### src/rtl/inst_fetch_unit.sv
// Instruction fetch unit: issues burst reads at a sequential PC and queues PC-tagged words for decode.
// Define INST_FETCH_PERF_EN to add the perf_bursts / perf_flushed counter ports.
module inst_fetch_unit #(
    parameter logic [31:0] RESET_PC   = 32'h8002_0000,
    parameter logic [1:0]  BURST_SIZE = 2'b01,
    parameter int unsigned FIFO_DEPTH = 16
) (
    input  logic        clk,
    input  logic        reset,
    input  logic        redirect,
    input  logic [31:0] redirect_pc,
    output logic        out_valid,
    input  logic        out_ready,
    output logic [31:0] out_pc,
    output logic [31:0] out_instr,
    output logic        mem_enable,
    output logic        mem_read_write,
    output logic [1:0]  mem_access_size,
    output logic [31:0] mem_address,
    output logic [31:0] mem_data_in,
    input  logic [31:0] mem_data_out,
`ifdef INST_FETCH_PERF_EN
    output logic [31:0] perf_bursts,
    output logic [31:0] perf_flushed,
`endif
    input  logic        mem_busy
);

    localparam int unsigned N_WORDS = (BURST_SIZE == 2'b00) ? 1 : (1 << (32'(BURST_SIZE) + 1));
    localparam int unsigned PTR_W   = $clog2(FIFO_DEPTH);
    localparam int unsigned CNT_W   = PTR_W + 1;

    localparam logic [CNT_W-1:0] DEPTH_C  = CNT_W'(FIFO_DEPTH);
    localparam logic [CNT_W-1:0] NW_C     = CNT_W'(N_WORDS);
    localparam logic [4:0]       NW5_C    = 5'(N_WORDS);
    localparam logic [4:0]       LAST_C   = 5'(N_WORDS - 1);
    localparam logic [31:0]      STRIDE_C = 32'(4 * N_WORDS);

    localparam logic [2:0] S_IDLE  = 3'd0;
    localparam logic [2:0] S_REQ   = 3'd1;
    localparam logic [2:0] S_GAP   = 3'd2;
    localparam logic [2:0] S_RECV  = 3'd3;
    localparam logic [2:0] S_DRAIN = 3'd4;

    logic [2:0]  state_q, state_d;
    logic [31:0] fetch_pc_q, fetch_pc_d;
    logic [4:0]  cnt_q, cnt_d;
    logic [4:0]  drain_q, drain_d;
    logic        skip_q, skip_d;
    logic [31:0] addr_q, addr_d;

    logic [31:0]      fifo_pc    [FIFO_DEPTH];
    logic [31:0]      fifo_instr [FIFO_DEPTH];
    logic [PTR_W-1:0] wr_ptr_q, rd_ptr_q;
    logic [CNT_W-1:0] count_q;

    logic        push;
    logic        pop;
    logic        room_ok;
    logic [31:0] push_pc;
    logic        unused_pc_bits;

    assign unused_pc_bits = ^redirect_pc[1:0];

    assign room_ok = (DEPTH_C - count_q) >= NW_C;
    assign push_pc = fetch_pc_q + {25'd0, cnt_q, 2'b00};

    assign out_valid = (count_q != '0) && !redirect;
    assign pop       = out_valid && out_ready;
    assign out_pc    = fifo_pc[rd_ptr_q];
    assign out_instr = fifo_instr[rd_ptr_q];

    assign mem_enable      = (state_q == S_REQ);
    assign mem_read_write  = 1'b1;
    assign mem_access_size = BURST_SIZE;
    assign mem_address     = addr_q;
    assign mem_data_in     = '0;

    // A redirect in REQ enters DRAIN during the bus gap cycle, so skip_q
    // suppresses counting for that one cycle before the first word arrives.
    always_comb begin
        state_d    = state_q;
        fetch_pc_d = fetch_pc_q;
        cnt_d      = cnt_q;
        drain_d    = drain_q;
        skip_d     = skip_q;
        addr_d     = addr_q;
        push       = 1'b0;
        case (state_q)
            S_IDLE: begin
                if (!redirect && !mem_busy && room_ok) begin
                    state_d = S_REQ;
                    addr_d  = fetch_pc_q;
                end
            end
            S_REQ: begin
                cnt_d = '0;
                if (redirect) begin
                    state_d = S_DRAIN;
                    drain_d = NW5_C;
                    skip_d  = 1'b1;
                end else begin
                    state_d = S_GAP;
                end
            end
            S_GAP: begin
                if (redirect) begin
                    state_d = S_DRAIN;
                    drain_d = NW5_C;
                    skip_d  = 1'b0;
                end else begin
                    state_d = S_RECV;
                end
            end
            S_RECV: begin
                if (redirect) begin
                    if (cnt_q == LAST_C) begin
                        state_d = S_IDLE;
                    end else begin
                        state_d = S_DRAIN;
                        drain_d = LAST_C - cnt_q;
                        skip_d  = 1'b0;
                    end
                end else begin
                    push  = 1'b1;
                    cnt_d = cnt_q + 5'd1;
                    if (cnt_q == LAST_C) begin
                        fetch_pc_d = fetch_pc_q + STRIDE_C;
                        state_d    = S_IDLE;
                    end
                end
            end
            S_DRAIN: begin
                if (skip_q) begin
                    skip_d = 1'b0;
                end else begin
                    drain_d = drain_q - 5'd1;
                    if (drain_q == 5'd1) begin
                        state_d = S_IDLE;
                    end
                end
            end
            default: state_d = S_IDLE;
        endcase
        if (redirect) begin
            fetch_pc_d = {redirect_pc[31:2], 2'b00};
        end
    end

    always_ff @(posedge clk) begin
        if (reset) begin
            state_q    <= S_IDLE;
            fetch_pc_q <= RESET_PC;
            cnt_q      <= '0;
            drain_q    <= '0;
            skip_q     <= 1'b0;
            addr_q     <= '0;
        end else begin
            state_q    <= state_d;
            fetch_pc_q <= fetch_pc_d;
            cnt_q      <= cnt_d;
            drain_q    <= drain_d;
            skip_q     <= skip_d;
            addr_q     <= addr_d;
        end
    end

    always_ff @(posedge clk) begin
        if (reset || redirect) begin
            wr_ptr_q <= '0;
            rd_ptr_q <= '0;
            count_q  <= '0;
        end else begin
            if (push) begin
                wr_ptr_q <= wr_ptr_q + PTR_W'(1);
            end
            if (pop) begin
                rd_ptr_q <= rd_ptr_q + PTR_W'(1);
            end
            case ({push, pop})
                2'b10:   count_q <= count_q + CNT_W'(1);
                2'b01:   count_q <= count_q - CNT_W'(1);
                default: count_q <= count_q;
            endcase
        end
    end

    always_ff @(posedge clk) begin
        if (push) begin
            fifo_pc[wr_ptr_q]    <= push_pc;
            fifo_instr[wr_ptr_q] <= mem_data_out;
        end
    end

`ifdef INST_FETCH_PERF_EN
    logic [31:0] perf_bursts_q;
    logic [31:0] perf_flushed_q;

    always_ff @(posedge clk) begin
        if (reset) begin
            perf_bursts_q  <= '0;
            perf_flushed_q <= '0;
        end else begin
            if (state_q == S_REQ) begin
                perf_bursts_q <= perf_bursts_q + 32'd1;
            end
            perf_flushed_q <= perf_flushed_q
                            + (redirect ? 32'(count_q) : 32'd0)
                            + ((state_q == S_DRAIN && !skip_q) ? 32'd1 : 32'd0);
        end
    end

    assign perf_bursts  = perf_bursts_q;
    assign perf_flushed = perf_flushed_q;
`endif

endmodule

### config.mk
export PLATFORM = sky130hd
export DESIGN_NAME = inst_fetch_unit
export DESIGN_NICKNAME = d
export VERILOG_FILES = /design/src/rtl/inst_fetch_unit.sv
export SDC_FILE = /design/constraint.sdc
export NUM_CORES = 1
export LEC_CHECK = 0
export CORE_ASPECT_RATIO = 1.25
export CORE_MARGIN = 1
export CORE_UTILIZATION = 50
export CTS_CLUSTER_SIZE = 25
export DETAILED_ROUTE_END_ITERATION = 6
export PLACE_DENSITY = 0.77
export SETUP_SLACK_MARGIN = 0.2
export SYNTH_ARGS = -nofsm -noshare
export SYNTH_HDL_FRONTEND = slang
export SYNTH_SLANG_ARGS = --single-unit
### constraint.sdc
create_clock -name clk -period 10.48 [get_ports clk]
set_input_delay 2.096 -clock clk [delete_from_list [all_inputs] [get_ports clk]]
set_output_delay 2.096 -clock clk [all_outputs]
set_load 0.05 [all_outputs]
---- After elaboration in Yosys (flattened, before gate mapping) ----
Memory sizes are Yosys's and may differ from the RTL's. A register that Yosys moved wholly into a read port is not among the register bits.
Cells that the tools add are included.
storage, ports and cells
  register bits after elaboration ......... 91
  latch bits .............................. 0
  bits in writable memories ............... 1024
  bits in read-only memories .............. 0
  input port bits ......................... 69
  output and inout port bits .............. 133
  word-level logic and storage cells ...... 98
  memories kept ........................... 2
memory list
  name        depth  bits a word  rd ports  clocked after memory_dff  wr ports  line  source
  fifo_instr  16     32           1         1                         1         53    logic [31:0] fifo_instr [FIFO_DEPTH];
  fifo_pc     16     32           1         1                         1         52    logic [31:0] fifo_pc [FIFO_DEPTH];
cells by class
  add/sub/neg operators ................... 10
  multiply operators ...................... 0
  div/mod/pow operators ................... 0
  $lt $le $gt $ge ......................... 1
  eq/ne operators ......................... 18
  shift operators ......................... 0
  muxes and demuxes ....................... 33
  bitwise operators ....................... 0
  reduce and logical (&&, ||, !) cells .... 24
operator list
  cell                                                  number
  2-to-1 mux 32 bit                                     3
  adder 32 x 5 -> 32 bit (second input constant)        1
  adder 32 x 7 -> 32 bit                                1
  2-to-1 mux 5 bit                                      5
  2-to-1 mux 3 bit                                      8
  one-hot mux 5 bit (2 select lines)                    2
  2-to-1 mux 4 bit                                      4
  != test 2 bit (second input constant)                 8
  one-hot mux 3 bit (5 select lines)                    1
  one-hot mux 5 bit (3 select lines)                    1
  adder 5 x 1 -> 5 bit (second input constant)          2
  AND reduction 5 bit                                   2
  subtractor 5 x 1 -> 5 bit (second input constant)     2
  adder 4 x 1 -> 4 bit (second input constant)          2
  2-to-1 mux 1 bit                                      8
  AND reduction 2 bit                                   4
  nonzero test 2 bit                                    4
  equality test 3 x 2 -> 1 bit (second input constant)  2
  equality test 5 x 1 -> 1 bit (second input constant)  1
  equality test 5 x 2 -> 1 bit (second input constant)  1
  >= comparator 5 x 3 -> 1 bit (second input constant)  1
  nonzero test 5 bit                                    1
  subtractor 2 x 5 -> 5 bit (first input constant)      1
  subtractor 5 bit (first input constant)               1
  15 further kinds                                      20

---- Longest topological paths before layout ----
Gate-level depths: netlist (run 1).
  depth in word-level cells ............... 5
  mapped depth ............................ 15
  depth with buffers taken out ............ 11

---- Least setup slack after synthesis (run 1) ----
OpenSTA, ideal clock, no wires.
  path type ............................... input port to flip-flop
  from .................................... in redirect
  to ...................................... mem fifo_instr[0][0], enable pin
  library setup time ...................... 0.558 ns
  data arrival time ....................... 7.108 ns
  setup slack ............................. 2.814 ns
  stages .................................. 5
  buffers on the path ..................... 2
  cells stage by stage .................... buf_1 nor2_1 clkbuf_1 nand2_1 nor3_1
between the ends
  word-level cells in the longest chain between the ends .. 4
RTL lines
  item                                    line  source
  from (decl)                             10    input logic redirect,
  2-to-1 mux 1 bit                        116   if (redirect) begin
  2-to-1 mux 1 bit                        89    case (state_q)
  2-to-1 mux 1 bit                        189   if (push) begin
  2-to-1 mux 1 bit (not written as such)  191   fifo_instr[wr_ptr_q] <= mem_data_out;
  to (decl)                               53
No other way between the ends.

==> results of run 1 <==
[routing by layer]
layer	share of wire	up-vias	wire, um
met5	0	-	0
met4	0.022	0	2067
met3	0.083	139	7773
met2	0.52	1060	48640
met1	0.38	10728	35470
li1	-	8675	-
[cells in the final DEF (no fill, tap or decap), drive strengths merged, types with 3 or more instances in the layout]
cell type and n:
bufinv 7, o22ai 3, or2 5, nand2 46, o21bai 7, inv 19, edfxtp 992, nor3b 5
xnor2 24, nor4 12, o21ai 11, conb 39, or3 7, nor3 27, nand3 16, xor2 40
nand2b 4, or4 4, clkinv 46, a311oi 5, ha 19, dfxtp 91, mux2i 38, mux4 310
buf 41, a211oi 15, clkbuf 126, clkdlybuf4s50 159, a21oi 24, nor2 108, nand4 17, clkinvlp 4
[stage by stage]
stage	setup slack, ns	total power, mW	hold slack (ns)	cell area, um2	instances
floorplan	2.814	4.960	0.4666	42640	2074
global placement	4.456	5.024	0.4793	45270	3206
detailed placement	4.408	5.036	0.4819	45270	3206
CTS	3.681	8.571	0.5037	48510	3393
global route	3.545	8.738	0.5249	48510	3393
finish	3.848	8.524	0.4974	48510	3394
[sequential cells by signal, indices dropped and copies added (netlist names), named ones only]
| signal | count |
|---|---|
| cnt_q | 5 |
| count_q | 5 |
| drain_q | 5 |
| fetch_pc_q | 30 |
| fifo_instr | 512 |
| fifo_pc | 480 |
| mem_address | 30 |
| rd_ptr_q | 4 |
| skip_q | 1 |
| state_q | 3 |
| wr_ptr_q | 4 |
[where the power goes]
part	internal [mW]	switching, mW	total (mW)	leakage (nW)
combinational	0.0539	0.143	0.197	3.59
sequential	4.73	0.0209	4.75	9.71
clock	2.01	1.56	3.58	1.59
total	6.80	1.73	8.52	14.9
[worst paths after layout]
kind	start	to	cells after the start	slack (ns)
max	flop	out_instr[30]	4	3.85
min reg2reg	mem_address[19]$_SDFFE_PP0P_	mem_address[19]$_SDFFE_PP0P_	2	0.50
min	mem_address[19]$_SDFFE_PP0P_	mem_address[19]$_SDFFE_PP0P_	2	0.50
max reg2reg	state_q[1]$_SDFFE_PP0P_	fifo_pc[7][2]$_DFFE_PP_	6	6.45
[area by class of cell]
class,instances,area [um2]
diodes,1,2.502
multi-input cells,819,10310
inverters,15,56.30
fillers,5913,35760
repair buffers,200,1922
clock inverters,61,528.0
well taps,1089,1363
flip-flops and latches,1083,31630
clock buffers,126,2708
[kinds of logic after synthesis]
family                   after synthesis  share of synthesized area
flip-flops                          1083                     0.7437
multiplexers                         348                     0.1732
AND/OR/NAND/NOR                      268                    0.03144
XOR/XNOR                              64                    0.01319
buffers and inverters                172                    0.01996
other                                  2                  0.0001767
adder cells (fa/ha/maj)               20                   0.006064
AO/OA/AOI/OAI                         80                    0.01230
[worst max-delay path: cells and delay by family (launching register included)]
family	cells	cell delay [ns]
multiplexers	2	1.18
flip-flops	1	0.95
buffers and inverters	2	1.67
==> out/metrics.csv, run 1 <==
metric,value,unit
status,completed,
synth_cell_types,62,
yosysSeqAreaShare,0.7437,
async_reset_ff_frac,0,
track_usage,0.2195,
syn_inst,2037,
overflow,0,
synth_flop_cell,edfxtp_1,
ctsResizeCount,0,
hold_class,reg2reg,
wl,93.95,mm
die_x,262.8,um
synth_seq_cells,1083,
min_period,6.632,ns
p_leak,14.89,nW
synth.avg_cell_area,20.87,um2
first_pass_iters,6,
powerDensity,175.7,nW/um2
synth_edf_count,992,
cts_setup_buffers,0,
end_kind,output pin,
drc,0,
port_buffers,160,
arrival,4.54,ns
tritoncts,done,
fin_util,0.5757,
period_share,0.6328,
synth_area,42510,um2
die_area,86190,um2
rsz0062_at_grt,false,
path_common_cell,mux4_2,
tightestPinTransition,1.455,ns
met2_usage,0.3779,
critPathLaunchType,flop,
crit_chain,"buf_4, mux4_2, mux4_2, clkdlybuf4s50_1",
drv_cap,0,
core,84270,um2
cts_buffers,102,
clk_path_buf_depth,3,
place_hpwl,47.90,mm
vias,20602,
cp_max_fo,52,
clock_latency,0.66,ns
synthToLayoutAreaGrowth,14.13,%
grt_max_degree,130,
ant_nets,0,
synth_common_cells,"edfxtp_1 (992), mux4_2 (310), nor2_1 (108)",
slowest_delay,0.95,ns
worstSetupPathType,reg2out,
crit_required,8.38,ns
fin_nets,2310,
ys_warn_count,0,
yosysTopAreaCellShare,0.7008,
start_util,0.5044,
drv_slew,0,
use_met3,0.03651,
clock_sinks,1083,
setup_viol,0,
ys_top_cells_by_area,"edfxtp_1 (70%), mux4_2 (16%), dfxtp_1 (4.3%), nor2_1 (0.95%), mux2i_1 (0.89%)",
antenna_found_initial,0,
gp_congestion,0.8858,
slew_headroom,0.02288,
fin_skew,0.01869,ns
drive_above_1_share,0.2305,
placementRows,119,
yosysMostFrequentCell,edfxtp_1,
busiest_layer,met2,
post-synth-top-area-cell,edfxtp_1,
first_iter_violations,2119,
fin_setup_tns,0,ns
cts-root-buf,clkbuf_16,
grt_pass1_wl,138.6,mm
max_freq,150.8,MHz
die_h,328.0,um
cts-hold-fix-buffers,0,
ios,202,
htreeDepth,3,
clk_pin_slew_worst_paths,0.06,ns
slowest_stage,dfxtp_4,
use_met1,0.2888,
grt_pass1_vias,21525,
avgViaCountPerCell,6.070,
hold_viol_final,0,
post_drt_wl_per_cell,27.68,um
peakVddDrop,0.1201,mV
Power figures use the tool's default switching activity.
==> inputs of run 2 (changes only) <==
Clock period 10.48 ns to 6.57 ns, I/O delays scaled along.
==> run 2 against run 1 <==
Clock power is 57% higher. Clock skew is 0.0041 ns higher. First-iteration DRC count is 6.5% higher. Non-clock buffer count is 12 higher. Combinational power is 59% higher. Largest power group unchanged.
==> out/metrics.csv, run 2 (synthesis results as in run 1) <==
metric,value,unit,change
p_sw,2.761,mW,was 1.728 mW
cts_setup_buffers,0,,unchanged
cp_max_fo,71,,was 52
antenna_found_initial,0,,unchanged
overflow,0,,unchanged
swShare,0.2043,,was 0.2028
tightestPinTransition,1.408,ns,was 1.455 ns
clock_sinks,1083,,unchanged
start_util,0.5044,,unchanged
cts_buffers,102,,unchanged
layout_common_cells,"edfxtp_1 (992), mux4_2 (310), clkdlybuf4s50_1 (159), clkbuf_16 (103), nor2_1 (96)",,unchanged
min_period,5.289,ns,
critPathLaunchType,flop,,unchanged
slew_headroom,0.05839,,was 0.02288
ant_nets,0,,unchanged
wl_met3,6.843,mm,was 7.773 mm
placed_cell_area,45560,um2,"was 45,270 um2"
track_usage,0.2248,,was 0.2195
whs,0.4957,ns,was 0.4974 ns
clk_pin_slew_worst_paths,0.06,ns,about the same
wl_met2,50.14,mm,was 48.64 mm
drv_cap,0,,unchanged
setup_viol,0,,unchanged
rsz0062_at_grt,false,,unchanged
port_buffers,160,,unchanged
clock_latency,0.67,ns,was 0.66 ns
post_drt_wl_per_cell,28.16,um,was 27.68 um
p_clk_frac,0.416,,was 0.420
drive_above_1_share,0.2306,,was 0.2305
reg.largest.list,"fifo_instr: 512 flops, fifo_pc: 480 flops",,unchanged
pwr-share-seq,0.561,,was 0.557
drc,0,,unchanged
final_common_cell,edfxtp_1,,unchanged
topRoutingLayerUsed,met4,,unchanged
die_area,86190,um2,unchanged
wl_met1,36.57,mm,was 35.47 mm
hold_class,reg2reg,,unchanged
powerDensity,277.4,nW/um2,was 175.7 nW/um2
largest-register,fifo_instr,,unchanged
fin_skew,0.02274,ns,was 0.01869 ns
fin_area,48730,um2,"was 48,510 um2"
synthToLayoutAreaGrowth,14.65,%,was 14.13%
die_h,328.0,um,unchanged
grt_max_degree,75,,was 130
ios,202,,unchanged
p_leak,14.94,nW,was 14.89 nW
hold_viol_final,0,,unchanged
htreeDepth,3,,unchanged
placementRows,119,,unchanged
ctsResizeCount,0,,unchanged
wl,95.90,mm,was 93.95 mm
cts-root-buf,clkbuf_16,,unchanged
grt_pass1_vias,21915,,"was 21,525"
p_int,10.76,mW,was 6.795 mW
core,84270,um2,unchanged
avgViaCountPerCell,6.082,,was 6.070
end_kind,output pin,,unchanged
first_pass_iters,7,,was 6
max_freq,189.1,MHz,
die_x,262.8,um,unchanged
first_iter_violations,2257,,"was 2,119"
peakVddDrop,0.2238,mV,was 0.1201 mV
place_hpwl,50.13,mm,was 47.90 mm
fin_setup_tns,0,ns,unchanged
rr_worst_depth,6,,unchanged
crit_required,5.26,ns,was 8.38 ns
fin_nets,2322,,"was 2,310"
vias,20715,,"was 20,602"
holdPathStages,2,,unchanged
period_share,0.8050,,
cts-hold-fix-buffers,0,,unchanged
arrival,3.97,ns,was 4.54 ns
tritoncts,done,,unchanged
worstSetupPathType,reg2out,,unchanged
drv_slew,0,,unchanged
largest_reg_flops,512,,unchanged
clk_path_buf_depth,3,,unchanged
combPwrFrac,0.023,,about the same
status,completed,,unchanged
grt_pass1_wl,141.8,mm,was 138.6 mm
gp_congestion,0.8968,,was 0.8858
[run 2: metal layers]
metal,track usage,vias up
met5,0,-
met4,0.06765,0
met3,0.03186,149
met2,0.3923,975
met1,0.2945,10893
li1,-,8698
[run 2: critical path, stage by stage (launching register included)]
cell and delay [ns]:
dfxtp_4 1.10, buf_12 0.41, mux4_2 0.42, mux4_2 0.53, clkdlybuf4s50_1 0.72
[run 2: stage by stage]
stage               setup slack [ns]  std cells  power (mW)    util
detailed placement             1.899       3217       8.032  0.5406
finish                         1.281       3406       13.52  0.5783
CTS                            1.179       3404       13.58  0.5780
floorplan                      1.348       2074       7.912       -
global route                   1.158       3405       13.86  0.5783
global placement               1.914       3217       8.013  0.5406
[run 2: final timing paths]
| path | startpoint | endpoint | slack (ns) |
|---|---|---|---|
| setup / recovery | flop | out_pc[27] | 1.28 |
| hold / removal | mem_address[2]$_SDFFE_PP0P_ | mem_address[2]$_SDFFE_PP0P_ | 0.50 |
| setup reg to reg | cnt_q[1]$_SDFFE_PP0P_ | fifo_pc[13][31]$_DFFE_PP_ | 2.83 |
| hold reg to reg | mem_address[2]$_SDFFE_PP0P_ | mem_address[2]$_SDFFE_PP0P_ | 0.50 |
[run 2: layout make-up]
type                       instances  area (um2)
tap                             1089        1363
clock inverter                    58       476.7
antenna                            1       2.502
sequential                      1083       31630
multi-input combinational        819       10350
timing repair buffer             212        2187
fill                            5904       35540
inverter                          15       56.30
clock buffer                     129        2675
[run 2: power groups by stage]
stage	combinational, mW	sequential (mW)	clock (mW)
floorplan	0.183	7.73	0
global placement	0.291	7.72	0
detailed placement	0.308	7.72	0
CTS	0.310	7.58	5.70
global route	0.334	7.58	5.94
finish	0.314	7.58	5.62
